[src/rtl/reg_arb_pkg.sv]
// Shared definitions for the round-robin register-write arbiter.
//   clog2  : index width for a requester count, never less than 1
//   onehot : one-hot vector with bit idx set (zero if idx is out of range)
package reg_arb_pkg;

    localparam int unsigned DefNReq  = 4;
    localparam int unsigned DefWidth = 8;
    localparam int unsigned MaxReq   = 32;

    function automatic int unsigned clog2(input int unsigned n);
        int unsigned w;
        w = 1;
        while ((32'd1 << w) < n) begin
            w = w + 1;
        end
        return w;
    endfunction

    function automatic logic [MaxReq-1:0] onehot(input int unsigned idx, input int unsigned n);
        logic [MaxReq-1:0] r;
        r = '0;
        if (idx < n) begin
            r = MaxReq'(1) << idx;
        end
        return r;
    endfunction

endpackage

[src/rtl/reg_write_arbiter_if.sv]
// Bus between the requesting FSMs (master) and the arbiter (slave).
//   hold  : freeze arbitration
//   req   : one request bit per writer
//   wdata : packed write lanes, lane i = wdata[i*WIDTH +: WIDTH]
//   gnt   : one-hot, one-cycle acknowledge
//   q     : shared register contents
//   owner : index of the last writer
//   valid : set once any write has happened since reset
interface reg_write_arbiter_if
    import reg_arb_pkg::*;
#(
    parameter int unsigned N_REQ = DefNReq,
    parameter int unsigned WIDTH = DefWidth
);
    localparam int unsigned OwnerW = clog2(N_REQ);

    logic                     hold;
    logic [N_REQ-1:0]         req;
    logic [N_REQ*WIDTH-1:0]   wdata;
    logic [N_REQ-1:0]         gnt;
    logic [WIDTH-1:0]         q;
    logic [OwnerW-1:0]        owner;
    logic                     valid;

    modport master (
        output hold, req, wdata,
        input  gnt, q, owner, valid
    );

    modport slave (
        input  hold, req, wdata,
        output gnt, q, owner, valid
    );

endinterface

[src/rtl/reg_arst_en.sv]
// WIDTH-bit register with load enable and asynchronous active-low clear.
//   clk   : rising-edge clock
//   rst_n : asynchronous active-low reset, clears q to 0
//   ena   : load d on the next rising edge
//   d     : next value
//   q     : register contents
module reg_arst_en #(
    parameter int unsigned WIDTH = 8
) (
    input  logic             clk,
    input  logic             rst_n,
    input  logic             ena,
    input  logic [WIDTH-1:0] d,
    output logic [WIDTH-1:0] q
);

    logic [WIDTH-1:0] r_q;

    always_ff @(posedge clk or negedge rst_n) begin
        if (!rst_n) begin
            r_q <= '0;
        end else if (ena) begin
            r_q <= d;
        end
    end

    assign q = r_q;

endmodule

[src/rtl/reg_write_arbiter.sv]
// Round-robin arbiter sharing one WIDTH-bit register between N_REQ writers.
//   clk   : rising-edge clock
//   rst_n : asynchronous active-low reset
//   bus   : slave side of reg_write_arbiter_if (hold/req/wdata in, gnt/q/owner/valid out)
// The winner's lane loads into the shared register on the same edge that raises gnt.
module reg_write_arbiter
    import reg_arb_pkg::*;
#(
    parameter int unsigned N_REQ = DefNReq,
    parameter int unsigned WIDTH = DefWidth
) (
    input logic                clk,
    input logic                rst_n,
    reg_write_arbiter_if.slave bus
);

    localparam int unsigned OwnerW = clog2(N_REQ);

    logic [N_REQ-1:0]  r_gnt;
    logic [OwnerW-1:0] r_owner;
    logic [OwnerW-1:0] r_prio;
    logic              r_valid;

    logic [N_REQ-1:0]  w_elig;
    logic              w_found;
    logic [OwnerW-1:0] w_win;
    logic [WIDTH-1:0]  w_lane;
    logic              w_grant;
    logic [MaxReq-1:0] w_oh;
    logic [N_REQ-1:0]  w_gnt_next;
    logic [OwnerW-1:0] w_prio_next;

    // A requester acked this cycle still has req high; masking it avoids a double grant.
    assign w_elig = bus.req & ~r_gnt;

    // Scan from prio upward with an explicit wrap so non-power-of-two counts work.
    always_comb begin
        w_found = 1'b0;
        w_win   = '0;
        w_lane  = '0;
        for (int unsigned i = 0; i < N_REQ; i++) begin
            int unsigned idx;
            idx = 32'(r_prio) + i;
            if (idx >= N_REQ) begin
                idx = idx - N_REQ;
            end
            if (!w_found && w_elig[idx]) begin
                w_found = 1'b1;
                w_win   = OwnerW'(idx);
                w_lane  = bus.wdata[idx*WIDTH +: WIDTH];
            end
        end
    end

    always_comb begin
        w_grant     = w_found && !bus.hold;
        w_oh        = onehot(32'(w_win), N_REQ);
        w_gnt_next  = w_grant ? w_oh[N_REQ-1:0] : '0;
        w_prio_next = (32'(w_win) == N_REQ - 1) ? '0 : w_win + 1'b1;
    end

    always_ff @(posedge clk or negedge rst_n) begin
        if (!rst_n) begin
            r_gnt   <= '0;
            r_owner <= '0;
            r_prio  <= '0;
            r_valid <= 1'b0;
        end else begin
            r_gnt <= w_gnt_next;
            if (w_grant) begin
                r_owner <= w_win;
                r_prio  <= w_prio_next;
                r_valid <= 1'b1;
            end
        end
    end

    reg_arst_en #(
        .WIDTH (WIDTH)
    ) u_shared_reg (
        .clk   (clk),
        .rst_n (rst_n),
        .ena   (|w_gnt_next),
        .d     (w_lane),
        .q     (bus.q)
    );

    assign bus.gnt   = r_gnt;
    assign bus.owner = r_owner;
    assign bus.valid = r_valid;

endmodule
[src/flat_wrapper.sv]
// flat-port wrapper written by rule: the top's interface ports become plain ports
module reg_write_arbiter_flat import reg_arb_pkg::*;
#(
    parameter int unsigned N_REQ = DefNReq,
    parameter int unsigned WIDTH = DefWidth
)
  (clk, rst_n, bus_hold, bus_req, bus_wdata, bus_gnt, bus_q, bus_owner, bus_valid);
  reg_write_arbiter_if #(.N_REQ(N_REQ), .WIDTH(WIDTH)) bus_i ();
  input logic clk;
  input logic rst_n;
  input wire logic [$bits(bus_i.hold)-1:0] bus_hold;
  input wire logic [$bits(bus_i.req)-1:0] bus_req;
  input wire logic [$bits(bus_i.wdata)-1:0] bus_wdata;
  output wire logic [$bits(bus_i.gnt)-1:0] bus_gnt;
  output wire logic [$bits(bus_i.q)-1:0] bus_q;
  output wire logic [$bits(bus_i.owner)-1:0] bus_owner;
  output wire logic [$bits(bus_i.valid)-1:0] bus_valid;
  assign bus_i.hold = bus_hold;
  assign bus_i.req = bus_req;
  assign bus_i.wdata = bus_wdata;
  assign bus_gnt = bus_i.gnt;
  assign bus_q = bus_i.q;
  assign bus_owner = bus_i.owner;
  assign bus_valid = bus_i.valid;
  reg_write_arbiter #(.N_REQ(N_REQ), .WIDTH(WIDTH)) u_core (.clk(clk), .rst_n(rst_n), .bus(bus_i));
endmodule
[config.mk]
export PLATFORM = sky130hd
export DESIGN_NAME = reg_write_arbiter_flat
export DESIGN_NICKNAME = d
export VERILOG_FILES = /design/src/rtl/reg_arb_pkg.sv /design/src/rtl/reg_write_arbiter_if.sv /design/src/rtl/reg_arst_en.sv /design/src/rtl/reg_write_arbiter.sv /design/src/flat_wrapper.sv
export SDC_FILE = /design/constraint.sdc
export NUM_CORES = 1
export LEC_CHECK = 0
export BUFFER_PORTS_ARGS = -buffer_cell sky130_fd_sc_hd__buf_2
export CAP_MARGIN = 5
export CORE_ASPECT_RATIO = 1.75
export CORE_UTILIZATION = 30
export DETAILED_ROUTE_END_ITERATION = 7
export PLACE_DENSITY = 0.58
export SETUP_SLACK_MARGIN = 0.1
export SLEW_MARGIN = 10
export SYNTH_ARGS = -nofsm -noshare
export SYNTH_HDL_FRONTEND = slang
export SYNTH_HIERARCHICAL = 1
export SYNTH_SLANG_ARGS = --single-unit
[constraint.sdc]
create_clock -name clk -period 4.9 [get_ports clk]
set_clock_uncertainty 0.15 [all_clocks]
set_input_delay 0.245 -clock clk [delete_from_list [all_inputs] [get_ports clk]]
set_output_delay 0.245 -clock clk [all_outputs]
set_load 0.005 [all_outputs]
# After elaboration in Yosys (flattened, before gate mapping)
# Index checks and enable logic that the tools add are counted.
classes:
  add_sub_neg: 8
  shifts: 5
  muxes: 26
  div_mod_pow: 0
  n_eq_ne: 1
  mul: 0
  reduce_logical: 9
  n_bitwise: 2
  order_cmp: 8
op_table:
  columns: ["cell", "count"]
  rows:
  - ["$shiftx A32 B33 Y8", 4]
  - ["$lt A32 B3 Y1 const B", 4]
  - ["$mux W32", 4]
  - ["$ge A32 B3 Y1 const B", 3]
  - ["$sub A32 B3 Y32 const B", 3]
  - ["$mux W8", 4]
  - ["$mux W2", 5]
  - ["$bmux W1 S2", 4]
  - ["$mux W1", 8]
  - ["$add A2 B2 Y3 const B", 2]
  - ["$and A4 B4 Y4", 1]
  - ["$logic_and A1 B1 Y1", 4]
  - ["$logic_not A1 Y1", 4]
  - ["$mux W4", 1]
  - ["$not A4 Y4", 1]
  - ["$reduce_or A4 Y1", 1]
  - ["$shl A1 B2 Y4 const A", 1]
  - ["$sub A2 B3 Y4 const B", 1]
  - ["$add A2 B1 Y3 const B", 1]
  - ["$ge A2 B3 Y1 const B", 1]
  - ["$add A2 B1 Y2 const B", 1]
  - ["$eq A2 B2 Y1 const B", 1]
totals:
  mem_bits_rw: 0
  memories: 0
  rom_bits: 0
  word_cells: 64
  latch_bits: 0
  output_inout_bits: 15
  ff_bits: 17

# Logic depth before layout (Yosys ltp)
depth:
  ltp_word: 17
  depth_mapped: 13

# Cells and area by module
# The synthesis kept the hierarchy.
modules_own_cells:
  columns: ["module", "cells_each", "n_inst", "area_each_um2", "seq_area_each_um2"]
  rows:
  - ["reg_write_arbiter", 211, 1, 1778.0, 225.2]
  - ["reg_arst_en", 17, 1, 331.6, 200.2]

# Least setup slack after synthesis
# OpenSTA, ideal clock, no wires.
synth_timing:
  kind: "flip-flop to flip-flop"
  from: "reg u_core.r_prio[1]"
  to: "reg u_core.u_shared_reg.r_q[0] (netlist: u_core/u_shared_reg/q[0])"
  stages_incl_launch_ff: 13
  n_path_buf: 3
  setup_slack_ns: 1.597
  arrival_time_ns: 3.028
  path_cell_list: "dfrtp_1 -> inv_2 -> clkbuf_1 -> ha_1 -> mux4_2 -> and2_4 -> buf_2 -> o31a_1 -> ha_1 -> nor4_1 -> nor2_1 -> buf_6 -> mux2_4"
synth_via:
  elab_chain_cells: 17
synth_lines:
  columns: ["item", "line", "source"]
  rows:
  - ["start, declared", "reg_write_arbiter.sv:21", "logic [OwnerW-1:0] r_prio;"]
  - ["start signal, assigned", "reg_write_arbiter.sv:72", "r_prio <= w_prio_next;"]
  - ["parallel branches: the longest is 13 deep, another holds $sub A32 B3 Y32", null, null]
  - ["$mux W2 *", "reg_write_arbiter.sv:47", "if (!w_found && w_elig[idx]) begin"]
  - ["named net u_core.w_win[0]", "reg_write_arbiter.sv:26", "logic [OwnerW-1:0] w_win;"]
  - ["$shl A1 B2 Y4 *", "reg_arb_pkg.sv:23", "r = MaxReq'(1) << idx;"]
  - ["$mux W4 *", "reg_write_arbiter.sv:58", "w_gnt_next = w_grant ? w_oh[N_REQ-1:0] : '0;"]
  - ["$reduce_or A4 Y1 *", "reg_write_arbiter.sv:83", ".ena (|w_gnt_next),"]
  - ["end signal, assigned", "reg_arst_en.sv:21", "r_q <= '0;"]
  - ["end signal, assigned", "reg_arst_en.sv:23", "r_q <= d;"]
  - ["end, declared", "reg_arst_en.sv:17", "logic [WIDTH-1:0] r_q;"]
# Mark *: on every way through the listed nets, which the timed path passes. The select of a mux whose other input is x is not followed.
# A chain may end at the register's enable or synchronous reset.

# Worst setup path after layout
layout_timing:
  from: "reg u_core.r_prio[1]"
  to: "reg u_core.u_shared_reg.r_q[4] (netlist: u_core/u_shared_reg/q[4])"
# The elaborated chain is that of the path after synthesis.

==> results.md <==
- Worst R2R Setup Slack: 0.89 ns
- Final std cells w/o fill: roughly 360
- First-pass GRT wire length: slightly below 9000 um
- Leakage power: 1.12 nW
- Ports: 54
- Sequential area share after synthesis: around 20%
- Hold Path Sink: u_core/bus.owner[1]
- Tmin final: around 4 ns
- Vias in the first global route: between 1500 and 2000
- Max-slew violations: 0
- Drt first pass iters: 4
- PwrDens: 762 nW/um^2
- Overflow after GRT: 0
- Synth Instances: between 200 and 250
- Hold path startpoint: bus_hold
- Die X: around 65 um
- Core Area: ~6800 sq um
- Worst reg2reg path depth: 13
- WHS Path Cells: 2
- Initial Util: between 30% and 40%
- R2r endpoint: u_core/u_shared_reg/q[4]
- Fin nets: between 300 and 400
- Crit start category: flip-flop
- Clk_lat worst skew: 0.24 ns
- Unrepaired setup endpoints after global routing: false
- Hpwl dp: between 4000 and 5000 um
- ANT cells: 0
- Post-synthesis area per instance: just over 9 sq um
- Post-synth top flop: dfrtp_1
- Setup Viol. Count Final: 0
- Die Area: 7380 sq um
- Clock tree buffer depth: 2
- Initial antenna violation count: 0
- Postcts setup bufs: 0
- Final antenna-violating net count: 0
- Yosys reg bits: 17
- Post-synth cell types: 47
- CP Data Required Time: just under 5 ns
- Largest net degree at the start of global routing: between 50 and 60
- Data arrival time of the worst path: around 4.0 ns
- PnR worst setup slack: between 0.8 and 0.9 ns
- Nature of the critical path endpoint: flip-flop
- Max-cap viol count: 0
- Post-Syn Nets: 274
- Total GRT Usage: between 10% and 20%
- Vias per cell: about 5.3
- Die H: around 110 um
- Status: completed
- Ratio of cells with drive above 1 in the final layout: roughly a third
- Hold crit path type: primary input to flip-flop
- Post-Synthesis Cell Area: 2110 sq um
- CTS sink count: 17
- Drc violations: 0
- EDFF count, synth: 0
- Area growth from synthesis to layout: 18.1%
- Final period utilization: 81.8%
- CTS Root Cell: clkbuf_16
- DRT iter0 DRCs: 112
- Vias: 1908
- Synth warn: 6
- Synth async-reset ratio: 100%
- Slew headroom: about 43%
- Hold Fails Final Rpt: 0
- Htree depth: 1
- Clk pin slew, worst setup/hold paths: approximately 0.050 ns
- Reg-to-Reg Start: u_core/r_prio[1]
- Std cell rows: 40
- Fill count: 730
- # hold bufs at CTS: 1
- Worst setup path class: flip-flop to flip-flop
- CTS Buf Count: 3
- Setup Total Neg Slack: 0 ns
- Max VDD drop: 0.000285 V
- Place WS: between 0.9 and 1 ns
- Routability cong.: 0.831
- Dpl cells: 352
- TritonCTS clock tree: done
- Final core occ: between 30% and 40%
- Actual slew at the worst max-slew pin: about 0.84 ns
- PortBufs: 53
- Crit path max fanout: 30
- Total Power: about 1.9 mW
- Routed WL: between 5000 and 6000 um
- Post-CTS sizing: 0
- WL/cell: ~15 um
- F_max: between 200 and 250 MHz
## power by group
| group | internal [mW] | switching [mW] |
|---|---|---|
| Clock | 0.109 | 0.0507 |
| Combinational | 0.703 | 0.784 |
| Sequential | 0.214 | 0.0390 |
## how the worst max path moves through the flow
stage                     startpoint                  endpoint  slack [ns]  cells after the start
finish              u_core/r_prio[1]  u_core/u_shared_reg/q[4]        0.89                     13
global route        u_core/r_prio[1]  u_core/u_shared_reg/q[4]        0.51                     13
CTS                 u_core/r_prio[1]  u_core/u_shared_reg/q[0]        0.90                     13
detailed placement  u_core/r_prio[1]  u_core/u_shared_reg/q[6]        0.91                     13
global placement    u_core/r_prio[1]  u_core/u_shared_reg/q[1]        1.02                     13
floorplan           u_core/r_prio[1]  u_core/u_shared_reg/q[0]        1.60                     12
## critical path, stage by stage (launching register included)
cell and delay (ns):
dfrtp_1 0.32, buf_4 0.24, inv_2 0.17, ha_1 0.55
buf_4 0.36, nor2_1 0.08, nand4_1 0.16, o211ai_1 0.16
o22ai_1 0.38, inv_1 0.12, ha_1 0.21, nor4_1 0.34
nor2_1 0.29, mux2_4 0.36
## registers in the layout, summed over array words and instances, names as in the netlist
signal / cells
u_core/u_shared_reg/q: 8
u_core/r_prio: 2
u_core/bus.gnt: 4
u_core/bus.valid: 1
u_core/bus.owner: 2
## layer usage
layer / vias to the layer above / wire (um) / part of all wire [%] / GRT usage, %
li1: 961 / - / - / -
met4: 0 / 63 / 1.2 / 5.22
met2: 38 / 2950 / 54 / 27.8
met3: 5 / 227 / 4.2 / 1.61
met5: - / 0 / 0 / 0
met1: 904 / 2180 / 40 / 18.3
## layout make-up
cell class	instances	area [sq um]	share of cell area (%)
multi-input combinational	192	1570	63.1
clock inverter	1	5.00	0.201
inverter	3	11.3	0.452
tap	84	105	4.22
sequential	17	427	17.1
timing repair buffer	57	298	11.9
clock buffer	3	75.1	3.01
## layout by cell type (no fill, tap or decap), types with 2 or more instances in the layout
cell type and n:
o221ai_1 8, nand2_1 2, clkbuf_16 3, o21ai_0 2
nand4_1 2, buf_4 3, and2_1 5, mux2_1 3
buf_2 53, nand2b_1 3, a21oi_1 33, nor2b_1 4
o211ai_1 4, dfrtp_1 16, mux2i_1 16, nand2b_4 2
o21ai_1 2, nor3_1 8, o31ai_1 2, and2b_1 9
mux4_1 2, inv_1 2, ha_1 7, nor2_1 29
mux2_2 13, mux4_2 8, mux2_4 8, a31oi_1 3
## synth_stat cells, drive strengths merged, types with 4 or more instances
cell    number  area, sq um
a21oi       33          165
and2         6         40.0
and2b        9         67.6
buf         10         78.8
clkbuf       6         22.5
dfrtp       17          425
ha           7         87.6
mux2        24          300
mux2i       16          160
mux4        10          233
nand2b       5         46.3
nor2        29          109
nor2b        4         25.0
nor3         8         40.0
o211ai       4         30.0
o21ai        4         20.0
o221ai       8         70.1
## metrics by stage
stage	area (sq um)	hold WS, ns
finish	2490	0.110
global route	2490	0.133
detailed placement	2400	0.0400
floorplan	2110	-0.201
CTS	2490	0.118
global placement	2400	0.0312
## cell families after synthesis
logic type	after synthesis	synth area share (%)
adders and majority gates	7	4.15
xor gates and xnor gates	1	0.415
DFF	17	20.2
muxes	50	32.9
and+or+nand+nor	71	18.4
buffers and inverters	19	5.34
AOI/OAI and AO/OA	63	18.6
Power figures use the tool's default switching activity.
